--- src/rtl/char_traffic_gen.sv ---
`default_nettype none
// ============================================================================
// Module      : char_traffic_gen
// Description : Packetised stimulus generator for switching-activity
//               characterisation of datapath blocks. It emits NUM_PKTS
//               packets of PAYLOAD flits, with GAP idle cycles after each
//               packet. Each flit is a 2N-bit pattern word split into two
//               N-bit operands.
// Ports       : clk, rst (async, active-high)
//               start      - one-cycle request to begin a run
//               mode[1:0]  - 0 thermometer, 1 xorshift, 2 counter, 3 toggle
//               out_ready  - consumer accepts current flit
//               out_valid  - current flit valid
//               operand_a  - pattern word [N-1:0]
//               operand_b  - pattern word [2N-1:N]
//               flit_last  - current flit is the last of its packet
//               busy, done - run in progress / run complete
//               pkt_count  - packets fully accepted in this run (saturating)
// Revision    : 1.0 - initial release
// ============================================================================
module char_traffic_gen #(
    parameter int          N        = 15,
    parameter int          PAYLOAD  = 20,
    parameter int          GAP      = 7,
    parameter int          NUM_PKTS = 10,
    parameter logic [31:0] SEED     = 32'h1
) (
    input  logic         clk,
    input  logic         rst,
    input  logic         start,
    input  logic [1:0]   mode,
    input  logic         out_ready,
    output logic         out_valid,
    output logic [N-1:0] operand_a,
    output logic [N-1:0] operand_b,
    output logic         flit_last,
    output logic         busy,
    output logic         done,
    output logic [15:0]  pkt_count
);

    localparam int W  = 2 * N;
    localparam int FW = (PAYLOAD  > 1) ? $clog2(PAYLOAD)  : 1;
    localparam int PW = (NUM_PKTS > 1) ? $clog2(NUM_PKTS) : 1;
    localparam int GW = (GAP      > 1) ? $clog2(GAP)      : 1;

    localparam logic [W-1:0] c_ONES = {W{1'b1}};
    localparam logic [5:0]   c_W6   = 6'(W);

    localparam logic [1:0] S_IDLE = 2'd0;
    localparam logic [1:0] S_SEND = 2'd1;
    localparam logic [1:0] S_GAP  = 2'd2;
    localparam logic [1:0] S_DONE = 2'd3;

    logic [1:0]    r_state;
    logic [1:0]    r_mode;
    logic [W-1:0]  r_word;
    logic [31:0]   r_x;
    logic [5:0]    r_m;
    logic          r_ph;
    logic [FW-1:0] r_flit_idx;
    logic [PW-1:0] r_pkt_idx;
    logic [GW-1:0] r_gap_cnt;
    logic [15:0]   r_pkt_count;
    logic          r_valid;
    logic          r_flit_last;
    logic          r_busy;
    logic          r_done;

    logic [1:0]    w_state_nxt;
    logic          w_start_ok;
    logic          w_accept;
    logic          w_last_flit;
    logic          w_last_pkt;
    logic          w_gap_end;
    logic          w_load;
    logic          w_pkt_start;
    logic [1:0]    w_mode_sel;
    logic [W-1:0]  w_prev;
    logic [5:0]    w_m_use;
    logic          w_ph_use;
    logic [5:0]    w_m_nxt;
    logic          w_ph_nxt;
    logic [31:0]   w_x1;
    logic [31:0]   w_x2;
    logic [31:0]   w_x_nxt;
    logic [W-1:0]  w_word_nxt;
    logic [FW-1:0] w_flit_idx_nxt;

    assign w_start_ok  = start && ((r_state == S_IDLE) || (r_state == S_DONE));
    assign w_accept    = (r_state == S_SEND) && out_ready;
    assign w_last_flit = (r_flit_idx == FW'(PAYLOAD - 1));
    assign w_last_pkt  = (r_pkt_idx == PW'(NUM_PKTS - 1));
    assign w_gap_end   = (r_state == S_GAP) && (r_gap_cnt == '0);

    // Next state and the "load a new flit" strobe. w_pkt_start marks loads
    // that begin a fresh packet, where the pattern restarts from zero.
    always_comb begin
        w_state_nxt = r_state;
        w_load      = 1'b0;
        w_pkt_start = 1'b0;
        case (r_state)
            S_IDLE, S_DONE: begin
                if (w_start_ok) begin
                    w_state_nxt = S_SEND;
                    w_load      = 1'b1;
                    w_pkt_start = 1'b1;
                end
            end
            S_SEND: begin
                if (w_accept) begin
                    if (!w_last_flit) begin
                        w_load = 1'b1;
                    end else if (GAP > 0) begin
                        w_state_nxt = S_GAP;
                    end else if (w_last_pkt) begin
                        w_state_nxt = S_DONE;
                    end else begin
                        w_load      = 1'b1;
                        w_pkt_start = 1'b1;
                    end
                end
            end
            S_GAP: begin
                if (w_gap_end) begin
                    if (w_last_pkt) begin
                        w_state_nxt = S_DONE;
                    end else begin
                        w_state_nxt = S_SEND;
                        w_load      = 1'b1;
                        w_pkt_start = 1'b1;
                    end
                end
            end
            default: w_state_nxt = S_IDLE;
        endcase
    end

    // The mode is taken straight from the port for the very first flit,
    // since the latched copy only updates on that same edge.
    assign w_mode_sel = ((r_state == S_IDLE) || (r_state == S_DONE)) ? mode : r_mode;
    assign w_prev     = w_pkt_start ? '0 : r_word;
    assign w_m_use    = w_pkt_start ? 6'd1 : r_m;
    assign w_ph_use   = w_pkt_start ? 1'b0 : r_ph;
    assign w_m_nxt    = (w_m_use == c_W6) ? 6'd1 : (w_m_use + 6'd1);
    assign w_ph_nxt   = (w_m_use == c_W6) ? ~w_ph_use : w_ph_use;

    assign w_x1    = r_x  ^ (r_x  << 13);
    assign w_x2    = w_x1 ^ (w_x1 >> 17);
    assign w_x_nxt = w_x2 ^ (w_x2 << 5);

    always_comb begin
        w_word_nxt = '0;
        case (w_mode_sel)
            2'd0: begin
                // Thermometer: high-ones mask on (m odd) XOR ph, else m low ones.
                if (w_m_use[0] ^ w_ph_use) begin
                    w_word_nxt = c_ONES << w_m_use;
                end else begin
                    w_word_nxt = c_ONES >> (c_W6 - w_m_use);
                end
            end
            2'd1:    w_word_nxt = w_x_nxt[W-1:0];
            2'd2:    w_word_nxt = w_prev + W'(1);
            default: w_word_nxt = ~w_prev;
        endcase
    end

    assign w_flit_idx_nxt = w_pkt_start ? '0 : (r_flit_idx + FW'(1));

    always_ff @(posedge clk or posedge rst) begin
        if (rst) begin
            r_state     <= S_IDLE;
            r_mode      <= 2'd0;
            r_word      <= '0;
            r_x         <= SEED;
            r_m         <= 6'd1;
            r_ph        <= 1'b0;
            r_flit_idx  <= '0;
            r_pkt_idx   <= '0;
            r_gap_cnt   <= '0;
            r_pkt_count <= 16'd0;
            r_valid     <= 1'b0;
            r_flit_last <= 1'b0;
            r_busy      <= 1'b0;
            r_done      <= 1'b0;
        end else begin
            r_state <= w_state_nxt;
            r_valid <= (w_state_nxt == S_SEND);
            r_busy  <= (w_state_nxt == S_SEND) || (w_state_nxt == S_GAP);
            r_done  <= (w_state_nxt == S_DONE);

            if (w_start_ok) begin
                r_mode      <= mode;
                r_pkt_count <= 16'd0;
            end else if (w_accept && w_last_flit && (r_pkt_count != 16'hFFFF)) begin
                r_pkt_count <= r_pkt_count + 16'd1;
            end

            if (w_load) begin
                r_word      <= w_word_nxt;
                r_m         <= w_m_nxt;
                r_ph        <= w_ph_nxt;
                r_flit_idx  <= w_flit_idx_nxt;
                r_flit_last <= (w_flit_idx_nxt == FW'(PAYLOAD - 1));
                if (w_mode_sel == 2'd1) begin
                    r_x <= w_x_nxt;
                end
                if (w_pkt_start) begin
                    r_pkt_idx <= w_start_ok ? '0 : (r_pkt_idx + PW'(1));
                end
            end else if (w_state_nxt != S_SEND) begin
                r_flit_last <= 1'b0;
            end

            if ((r_state == S_SEND) && (w_state_nxt == S_GAP)) begin
                r_gap_cnt <= GW'(GAP - 1);
            end else if (r_state == S_GAP) begin
                r_gap_cnt <= r_gap_cnt - GW'(1);
            end
        end
    end

    assign out_valid = r_valid;
    assign operand_a = r_word[N-1:0];
    assign operand_b = r_word[W-1:N];
    assign flit_last = r_flit_last;
    assign busy      = r_busy;
    assign done      = r_done;
    assign pkt_count = r_pkt_count;

endmodule
`default_nettype wire
--- config.mk ---
export PLATFORM = sky130hd
export DESIGN_NAME = char_traffic_gen
export DESIGN_NICKNAME = d
export VERILOG_FILES = /design/src/rtl/char_traffic_gen.sv
export SDC_FILE = /design/constraint.sdc
export NUM_CORES = 1
export LEC_CHECK = 0
export ABC_AREA = 1
export BUFFER_PORTS_ARGS = -buffer_cell sky130_fd_sc_hd__buf_2
export CAP_MARGIN = 15
export CORE_MARGIN = 2
export CORE_UTILIZATION = 45
export CTS_CLUSTER_SIZE = 30
export DETAILED_ROUTE_END_ITERATION = 10
export GPL_TIMING_DRIVEN = 0
export HOLD_SLACK_MARGIN = 0.15
export PLACE_DENSITY = 0.73
export SETUP_SLACK_MARGIN = 0.02
export SYNTH_ARGS = -nofsm -noshare
export SYNTH_HDL_FRONTEND = slang
export SYNTH_SLANG_ARGS = --single-unit
export TNS_END_PERCENT = 1
--- constraint.sdc ---
create_clock -name clk -period 6.6 [get_ports clk]
set_clock_uncertainty 0.1 [all_clocks]
set_input_delay 0.66 -clock clk [delete_from_list [all_inputs] [get_ports clk]]
set_output_delay 0.66 -clock clk [all_outputs]
set_load 0.01 [all_outputs]
== Word level (Yosys, flattened, before mapping) ==
Cells that the tools add are included.
Word-level totals
  register bits after elaboration: 105
  latch bits: 0
  RAM bits: 0
  ROM bits: 0
  input port bits: 6
  output and inout bits: 50
  logic and storage cells: 89
  memories: 0
Operators by class
  add/sub/neg operators: 7
  multiply operators: 0
  div/mod/pow operators: 0
  order comparisons: 0
  equality and inequality tests: 14
  shift operators: 2
  multiplexer cells: 29
  bitwise logic cells: 6
  reductions and logical operators: 17
Operator list (number)
  $pmux 30 s3: 1
  $xor 32x32->32: 2
  $mux 30: 2
  $mux 16: 2
  $xor 32x15->32: 1
  $add 30x1->30 const B: 1
  $not 30->30: 1
  $shl 30x6->30 const A: 1
  $shr 30x6->30 const A: 1
  $add 16x1->16 const B: 1
  $ne 16x16->1 const B: 1
  $mux 2: 6
  $mux 6: 2
  $eq 2x2->1 const B: 5
  $eq 5x5->1 const B: 2
  $mux 1: 9
  $add 6x1->6 const B: 1
  $eq 2x1->1 const B: 3
  $eq 6x5->1 const B: 1
  $logic_and 1x1->1: 6
  $mux 3: 2
  $pmux 1 s3: 2
  $pmux 2 s3: 1
  $reduce_bool 2->1: 3
  15 further kinds: 18

== Logic depth before layout (Yosys ltp) ==
Gate-level depths: netlist of the first run.
  word-level depth: 10
  gate-level depth with buffers: 23
  mapped depth without buffers: 21

== Least setup slack after synthesis of the first run ==
Ideal clock, no wire load.
  path kind: reg2reg
  from: reg r_state[0]
  to: reg r_word[0]
  arrival: 2899 ps
  data required time: 6383 ps
  setup slack: 3484 ps
  stages on the path, launching flop included: 23
  path buffers: 3
  clock period less this slack: 3116 ps
  path through: dfrtp_1 > inv_1 > ha_1 > buf_6 > inv_2 > nand3_4 > nand2_2 > buf_2 > buf_2 > nor2_1 > inv_1 > ha_1 > inv_1 > ha_1 > inv_1 > nor2_1 > nand2_1 > o21ai_0 > nand2_1 > nand2_1 > nand2_1 > nand2_1 > nand2_1
On the way
  longest elaborated chain between the ends: 10
Ends and longest elaborated chain
  from (decl): line 55  | logic [1:0] r_state;
  from (signal assigned): line 188  | r_state <= w_state_nxt;
  $eq 2x2->1 or $logic_not 2->1 (tied branches): line 90, 102, 141
  $logic_or 1x1->1: line 90, 141
  $logic_and 1x1->1: line 90  | assign w_start_ok = start && ((r_state == S_IDLE) || (r_state == S_DONE));
  $mux 1: line 104  | if (w_start_ok) begin
  $pmux 1 s3: line 102  | case (r_state)
  $mux 6: line 143  | assign w_m_use = w_pkt_start ? 6'd1 : r_m;
  $sub 5x6->6: line 160  | w_word_nxt = c_ONES >> (c_W6 - w_m_use);
  $shr 30x6->30: line 160
  $mux 30: line 157  | if (w_m_use[0] ^ w_ph_use) begin
  $pmux 30 s3: line 154  | case (w_mode_sel)
  to (signal assigned): line 201  | r_word <= w_word_nxt;
  to (decl): line 57  | logic [W-1:0] r_word;
Several ways; a longest one is shown, not always the timed one.
A chain may end at the register's enable or synchronous reset.

== Worst setup path after layout of the first run ==
  from: reg r_state[0]
  to: reg r_word[17]
The elaborated chain is that of the path after synthesis.

==> flow_metrics.env, run 1 <==
export IMPL_totalWireLength_mm=26.4
export IMPL_tightest_slew_ns=0.718
export IMPL_period_share=0.637
export IMPL_synth_distinct_cells=45
export IMPL_fin_tns_setup_ns=0
export IMPL_period_minus_slack_ns=4.20
export IMPL_ant_nets=0
export IMPL_diodes=0
export IMPL_crit_start="r_state[0]"
export IMPL_synth_compound_area_frac=0.108
export IMPL_synth_mux_area_frac=0.00123
export IMPL_htree_levels=3
export IMPL_hold_viol=0
export IMPL_synth_top_family_by_area="simple AND/OR/NAND/NOR gates"
export IMPL_gr_total_overflow=0
export IMPL_drive_gt1_frac=0.108
export IMPL_crit_required_ns=6.76
export IMPL_routedWlPerCell_um=17.4
export IMPL_crit_path_end="r_word[17]"
export IMPL_yosysWarnings=0
export IMPL_cts_tree="done"
export IMPL_die_area_sq_um=19200
export IMPL_r2r_end="r_word[17]"
export IMPL_reg2reg_depth=22
export IMPL_status="finished, final reports clean"
export IMPL_clockBufferDepth=2
export IMPL_max_slew_margin=0.521
export IMPL_via_count=8483
export IMPL_numPortBuffers=55
export IMPL_io_pins=56
export IMPL_critical_path_max_fanout=10
export IMPL_syn_inst=1222
export IMPL_grt_max_degree=55
export IMPL_timing_fmax_mhz=238
export IMPL_die_h_um=139
export IMPL_nets=1314
export IMPL_rsz0062_at_grt="false"
export IMPL_core_area_sq_um=17900
export IMPL_hp_class="in -> async"
export IMPL_finalMaxSlewViolations=0
export IMPL_worstReg2RegStart="r_state[0]"
export IMPL_first_pass_iters=8
export IMPL_syn_area_sq_um=8160
export IMPL_synthSimpleGateAreaFrac=0.373
export IMPL_worst_slack_ns=2.40
export IMPL_clockRootBuffer="clkbuf_16"
export IMPL_gp_congestion=1.03
export IMPL_synth_xor_area_frac=0.0730
export IMPL_antenna_found_initial=0
export IMPL_cts_buffers=9
export IMPL_drc=0
export IMPL_ctsHoldBuffers=0
export IMPL_worstPathArrival_ns=4.36
export IMPL_crit_path_end_kind="flip-flop"
export IMPL_syn_to_final_growth_pct=11.1
export IMPL_clock_sinks=105
export IMPL_start_util=0.456
export IMPL_setup_violations_final=0
export IMPL_postSynthAreaPerCell_sq_um=6.67
export IMPL_cp_start_kind="flip-flop"
export IMPL_grt_pass1_vias=7693
export IMPL_rows=49
export IMPL_yosysSeqAreaShare=0.322
export IMPL_ctsResizeCount=0
export IMPL_clk_latency_ns=0.38
export IMPL_crit_type="reg -> reg"
export IMPL_grt_pass1_wl_mm=42.1
export IMPL_reg2reg_setup_slack_ns=2.40
export IMPL_synth_fp_nets=1247
export IMPL_grt_use_total=0.276
export IMPL_cap_violations=0
export IMPL_synth_seq_cells=105
export IMPL_via_per_inst=5.57
export IMPL_post_cts_setup_buffers=0
export IMPL_die_w_um=139
export IMPL_clkTransAtPathRegs_ns=0.09
export IMPL_synth_fa_ha_area_frac=0.0292
export IMPL_drt_iter0_drc=977
export IMPL_dp_hpwl_mm=20.4
export IMPL_pre_cts_ws_ns=2.49
==> per-layer routing <==
metal / share of wire / vias up / GRT usage
met3: 0.091 / 64 / 0.0483
li1: - / 4115 / -
met2: 0.43 / 447 / 0.409
met5: 0 / - / 0
met4: 0.042 / 0 / 0.112
met1: 0.44 / 3857 / 0.400
==> registers in the layout (all words and copies together), names as in the netlist, 2 cells and up <==
name / count
pkt_count: 16
r_flit_idx: 5
r_gap_cnt: 3
r_m: 6
r_mode: 2
r_pkt_idx: 4
r_state: 2
r_word: 30
r_x: 32
==> cell usage after synthesis, drive strengths merged <==
master | instances | area share
a21oi | 54 | 0.033
nand4 | 41 | 0.036
buf | 28 | 0.023
o21a | 1 | 0.00092
inv | 130 | 0.060
mux2i | 1 | 0.0012
o31ai | 4 | 0.0037
xor2 | 39 | 0.042
clkbuf | 20 | 0.0092
clkinv | 2 | 0.00092
xnor2 | 29 | 0.031
o22ai | 7 | 0.0054
o21ai | 85 | 0.053
o211ai | 2 | 0.0018
nor4 | 4 | 0.0031
nor3 | 10 | 0.0061
dfstp | 2 | 0.0064
nor2 | 114 | 0.056
a22oi | 1 | 0.00092
ha | 19 | 0.029
nand2 | 372 | 0.18
nand3 | 134 | 0.086
a211oi | 3 | 0.0028
a32oi | 1 | 0.0011
o221ai | 2 | 0.0021
nand3b | 1 | 0.00092
dfrtp | 103 | 0.32
or2 | 2 | 0.0015
and2 | 3 | 0.0023
nor3b | 4 | 0.0037
a31oi | 4 | 0.0031
==> layout by cell type, fill, tap and decap left out, types with 8 or more instances in the layout <==
cell,count
nand2_1,361
xor2_1,39
nor2_2,8
xnor2_1,29
ha_1,19
nand4_1,38
nor3_1,10
o21ai_0,79
clkbuf_1,20
nor2_1,105
buf_2,70
dfrtp_1,103
inv_1,123
nand3_1,129
a21oi_1,54
clkbuf_16,9
==> area by class of cell <==
cell class,instances,area (sq um)
plain buffers,48,267
clock buffers,9,225
clock inverters,7,85.1
fillers,1811,8840
inverters,132,498
multi-input cells,937,4760
flip-flops and latches,105,2630
well taps,229,287
repair buffers,56,303
==> kinds of logic (layout without fill, tap and decap cells) <==
group,Yosys count,count (layout)
muxes,1,1
DFF,105,105
buffers and inverters,180,252
and+or+nand+nor,685,685
adders and majority gates,19,19
xor gates and xnor gates,68,68
AOI/OAI and AO/OA,164,164
==> worst min path at each step <==
stage                      to  slack, ns
floorplan           r_mode[0]       0.35
finish              r_word[1]       0.29
CTS                 r_word[1]       0.33
global placement    r_mode[0]       0.37
global route           r_m[5]       0.37
detailed placement  r_mode[0]       0.38
==> critical path, stage by stage, from the launching register on <==
cell	delay (ns)
dfrtp_1	0.42
inv_1	0.09
ha_1	0.24
nand2_1	0.11
nor2_4	0.15
nand3_4	0.14
nand2_2	0.27
buf_2	0.33
buf_2	0.32
nor2_1	0.15
inv_1	0.10
ha_1	0.19
inv_1	0.10
ha_1	0.43
inv_1	0.12
nor2_1	0.15
nand2_1	0.07
nor2_1	0.09
nor2_1	0.08
nand2_1	0.11
nand3b_1	0.09
nand2_1	0.15
nand2_1	0.07
==> stage by stage <==
| stage | util | cells | cell area (sq um) | hold WS, ns |
|---|---|---|---|---|
| after floorplan | - | 1222 | 8160 | 0.353 |
| after global placement | 0.487 | 1506 | 8720 | 0.374 |
| after detailed placement | 0.489 | 1507 | 8750 | 0.384 |
| after CTS | 0.506 | 1523 | 9060 | 0.326 |
| after global routing | 0.506 | 1523 | 9060 | 0.366 |
| final | 0.506 | 1523 | 9060 | 0.293 |
Power of run 1 is not shown: default switching activity piles up to over one toggle a cycle in this logic, so the estimate is an artifact.
==> run 2: changes to the inputs <==
--- a/config.mk
+++ b/config.mk
@@ -14,7 +14,7 @@
 export DETAILED_ROUTE_END_ITERATION = 10
 export GPL_TIMING_DRIVEN = 0
 export HOLD_SLACK_MARGIN = 0.15
-export PLACE_DENSITY = 0.73
+export PLACE_DENSITY = 0.76
 export SETUP_SLACK_MARGIN = 0.02
 export SYNTH_ARGS = -nofsm -noshare
 export SYNTH_HDL_FRONTEND = slang
==> constraint.sdc (replaced) <==
create_clock -name clk -period 3.7 [get_ports clk]
set_clock_uncertainty 0.1 [all_clocks]
set_input_delay 0.37 -clock clk [delete_from_list [all_inputs] [get_ports clk]]
set_output_delay 0.37 -clock clk [all_outputs]
set_load 0.01 [all_outputs]
==> run 2 against run 1 <==
  * Flip-flop and latch count did not move
  * Count of clock-buffer cells in the layout did not move
  * Register-to-register slack got worse by 2.2 ns
  * Sequential share of layout area fell by 0.28 points
  * Largest cell class unchanged
  * Wire length rose by 2.1%
  * Critical path type unchanged
  * Worst setup slack got worse by 2.2 ns
==> flow_metrics.env, run 2 (synthesis gave the netlist of run 1 again) <==
export IMPL_cp_cell_sequence="inv_1, ha_2, buf_6, inv_2, nand3_4, nand2_8, buf_6, buf_6, nor2_2, inv_1, ha_1, inv_2, nor2_2, inv_1, nand2_1, nand2_4, nand2_4, nand2_4, a21oi_1, nand2_1, nand2_1, nand2_1"
export IMPL_hold_slack_ns=0.200
export IMPL_via_count=8594
export IMPL_reg2reg_setup_slack_ns=0.19
export IMPL_worstPathArrival_ns=3.68
export IMPL_crit_path_end_kind="flip-flop"
export IMPL_crit_required_ns=3.87
export IMPL_stdcell_count=1527
export IMPL_numPortBuffers=55
export IMPL_finalMaxSlewViolations=0
export IMPL_rsz0062_at_grt="true"
export IMPL_reg2reg_depth=22
export IMPL_crit_top_cell="nand2_1"
export IMPL_crit_type="reg -> reg"
export IMPL_largest_reg_flops=32
export IMPL_fin_tns_setup_ns=0
export IMPL_clk_latency_ns=0.36
export IMPL_final_area_sq_um=9150
export IMPL_tightest_slew_ns=0.708
export IMPL_diodes=0
export IMPL_cp_top_family="simple AND/OR/NAND/NOR gates"
export IMPL_start_util=0.456
export IMPL_grt_pass1_vias=7894
export IMPL_hold_viol=0
export IMPL_cp_depth=22
export IMPL_period_minus_slack_ns=3.51
export IMPL_layout_common_cells="nand2_1 (361), nand3_1 (128), inv_1 (122)"
export IMPL_routedWlPerCell_um=17.7
export IMPL_drive_gt1_frac=0.116
export IMPL_hold_path_depth=3
export IMPL_gp_congestion=1.02
export IMPL_gr_total_overflow=0
export IMPL_clockRootBuffer="clkbuf_16"
export IMPL_syn_to_final_growth_pct=12.1
export IMPL_ant_nets=0
export IMPL_die_w_um=139
export IMPL_holdPathEnd="r_mode[0]"
export IMPL_grt_pass1_wl_mm=42.8
export IMPL_status="finished, final reports clean"
export IMPL_final_common_cell="nand2_1"
export IMPL_placed_area_sq_um=8750
export IMPL_totalWireLength_mm=27.0
export IMPL_drc=0
export IMPL_r2r_end="r_word[14]"
export IMPL_cap_violations=0
export IMPL_antenna_found_initial=0
export IMPL_crit_buf_inv=8
export IMPL_critical_path_max_fanout=10
export IMPL_grt_use_total=0.279
export IMPL_cp_slowest_stage_delay_ns=0.41
export IMPL_drt_iter0_drc=876
export IMPL_cts_buffers=9
export IMPL_nets=1318
export IMPL_rows=49
export IMPL_via_per_inst=5.63
export IMPL_dp_hpwl_mm=20.7
export IMPL_cp_slowest_cell="dfrtp_1"
export IMPL_htree_levels=3
export IMPL_io_pins=56
export IMPL_first_pass_iters=5
export IMPL_max_slew_margin=0.528
export IMPL_worstReg2RegStart="r_state[0]"
export IMPL_clockBufferDepth=2
export IMPL_period_share=0.949
export IMPL_timing_fmax_mhz=285
export IMPL_fill_cells=1816
export IMPL_cp_start_kind="flip-flop"
export IMPL_die_area_sq_um=19200
export IMPL_grt_max_degree=55
export IMPL_setup_violations_final=0
export IMPL_cts_tree="done"
export IMPL_clock_sinks=105
export IMPL_top_register="r_x"
export IMPL_hp_class="in -> reg"
export IMPL_clkTransAtPathRegs_ns=0.08
export IMPL_die_h_um=139
export IMPL_numPlacedInstances=1507
export IMPL_hp_start="mode[0]"
export IMPL_core_area_sq_um=17900
[run 2: cell count changes in the layout (fill, tap and decap cells not counted), moves of 2 or more]
cell / change
nor2_1: -4
nor2_2: +4
buf_4: +3
buf_2: -2
buf_6: +2
clkinv_8: +2
clkinvlp_4: -2
ha_1: -2
inv_6: +2
nand2_2: -2
[run 2: worst reg2reg max path, delay by kind of cell, from the launching register on]
kind / cells / cell delay, ns
compound gates: 1 / 0.39
fa+ha+maj: 2 / 0.48
buf+inv: 8 / 0.94
flops: 1 / 0.41
simple gates: 11 / 1.10
[run 2: how the worst max path moves through the flow]
stage | from | end | slack [ns]
after floorplan | rst | busy | 0.47
after global placement | rst | r_word[16] | -0.88
after detailed placement | r_state[0] | r_word[10] | -0.47
after CTS | r_state[0] | r_word[16] | 0.05
after global routing | r_state[0] | r_word[10] | 0.004
final | r_state[0] | r_word[14] | 0.19
[run 2: metrics by stage]
step | utilization | worst slack, ns
after floorplan | - | 0.473
after global placement | 0.487 | -0.880
after detailed placement | 0.489 | -0.471
after CTS | 0.508 | 0.0549
after global routing | 0.511 | 0.00393
final | 0.511 | 0.188
[run 2: layout make-up]
| type | count | area (sq um) | share of cell area |
|---|---|---|---|
| clock inverter | 7 | 78.8 | 0.00862 |
| clock buffer | 9 | 225 | 0.0246 |
| sequential | 105 | 2630 | 0.288 |
| buffer | 48 | 279 | 0.0305 |
| multi-input combinational | 937 | 4810 | 0.526 |
| inverter | 132 | 498 | 0.0545 |
| timing repair buffer | 60 | 335 | 0.0367 |
| tap | 229 | 287 | 0.0313 |
[run 2: timing repair]
item | in CTS | in global routing
setup buffers | 1 | 2
hold buffers | 1 | 0
pin swaps | 2 | 1
endpoints found under the setup margin | 30 | 28
endpoints found under the hold margin | 50 | 0
resized for setup | 9 | 8
[run 2: layer usage]
layer | track usage | part of all wire | up-vias
li1 | - | - | 4120
met4 | 0.122 | 0.040 | 0
met5 | 0 | 0 | -
met2 | 0.422 | 0.43 | 388
met3 | 0.0494 | 0.080 | 61
met1 | 0.393 | 0.45 | 4025
Power of run 2 is left out for the same reason.
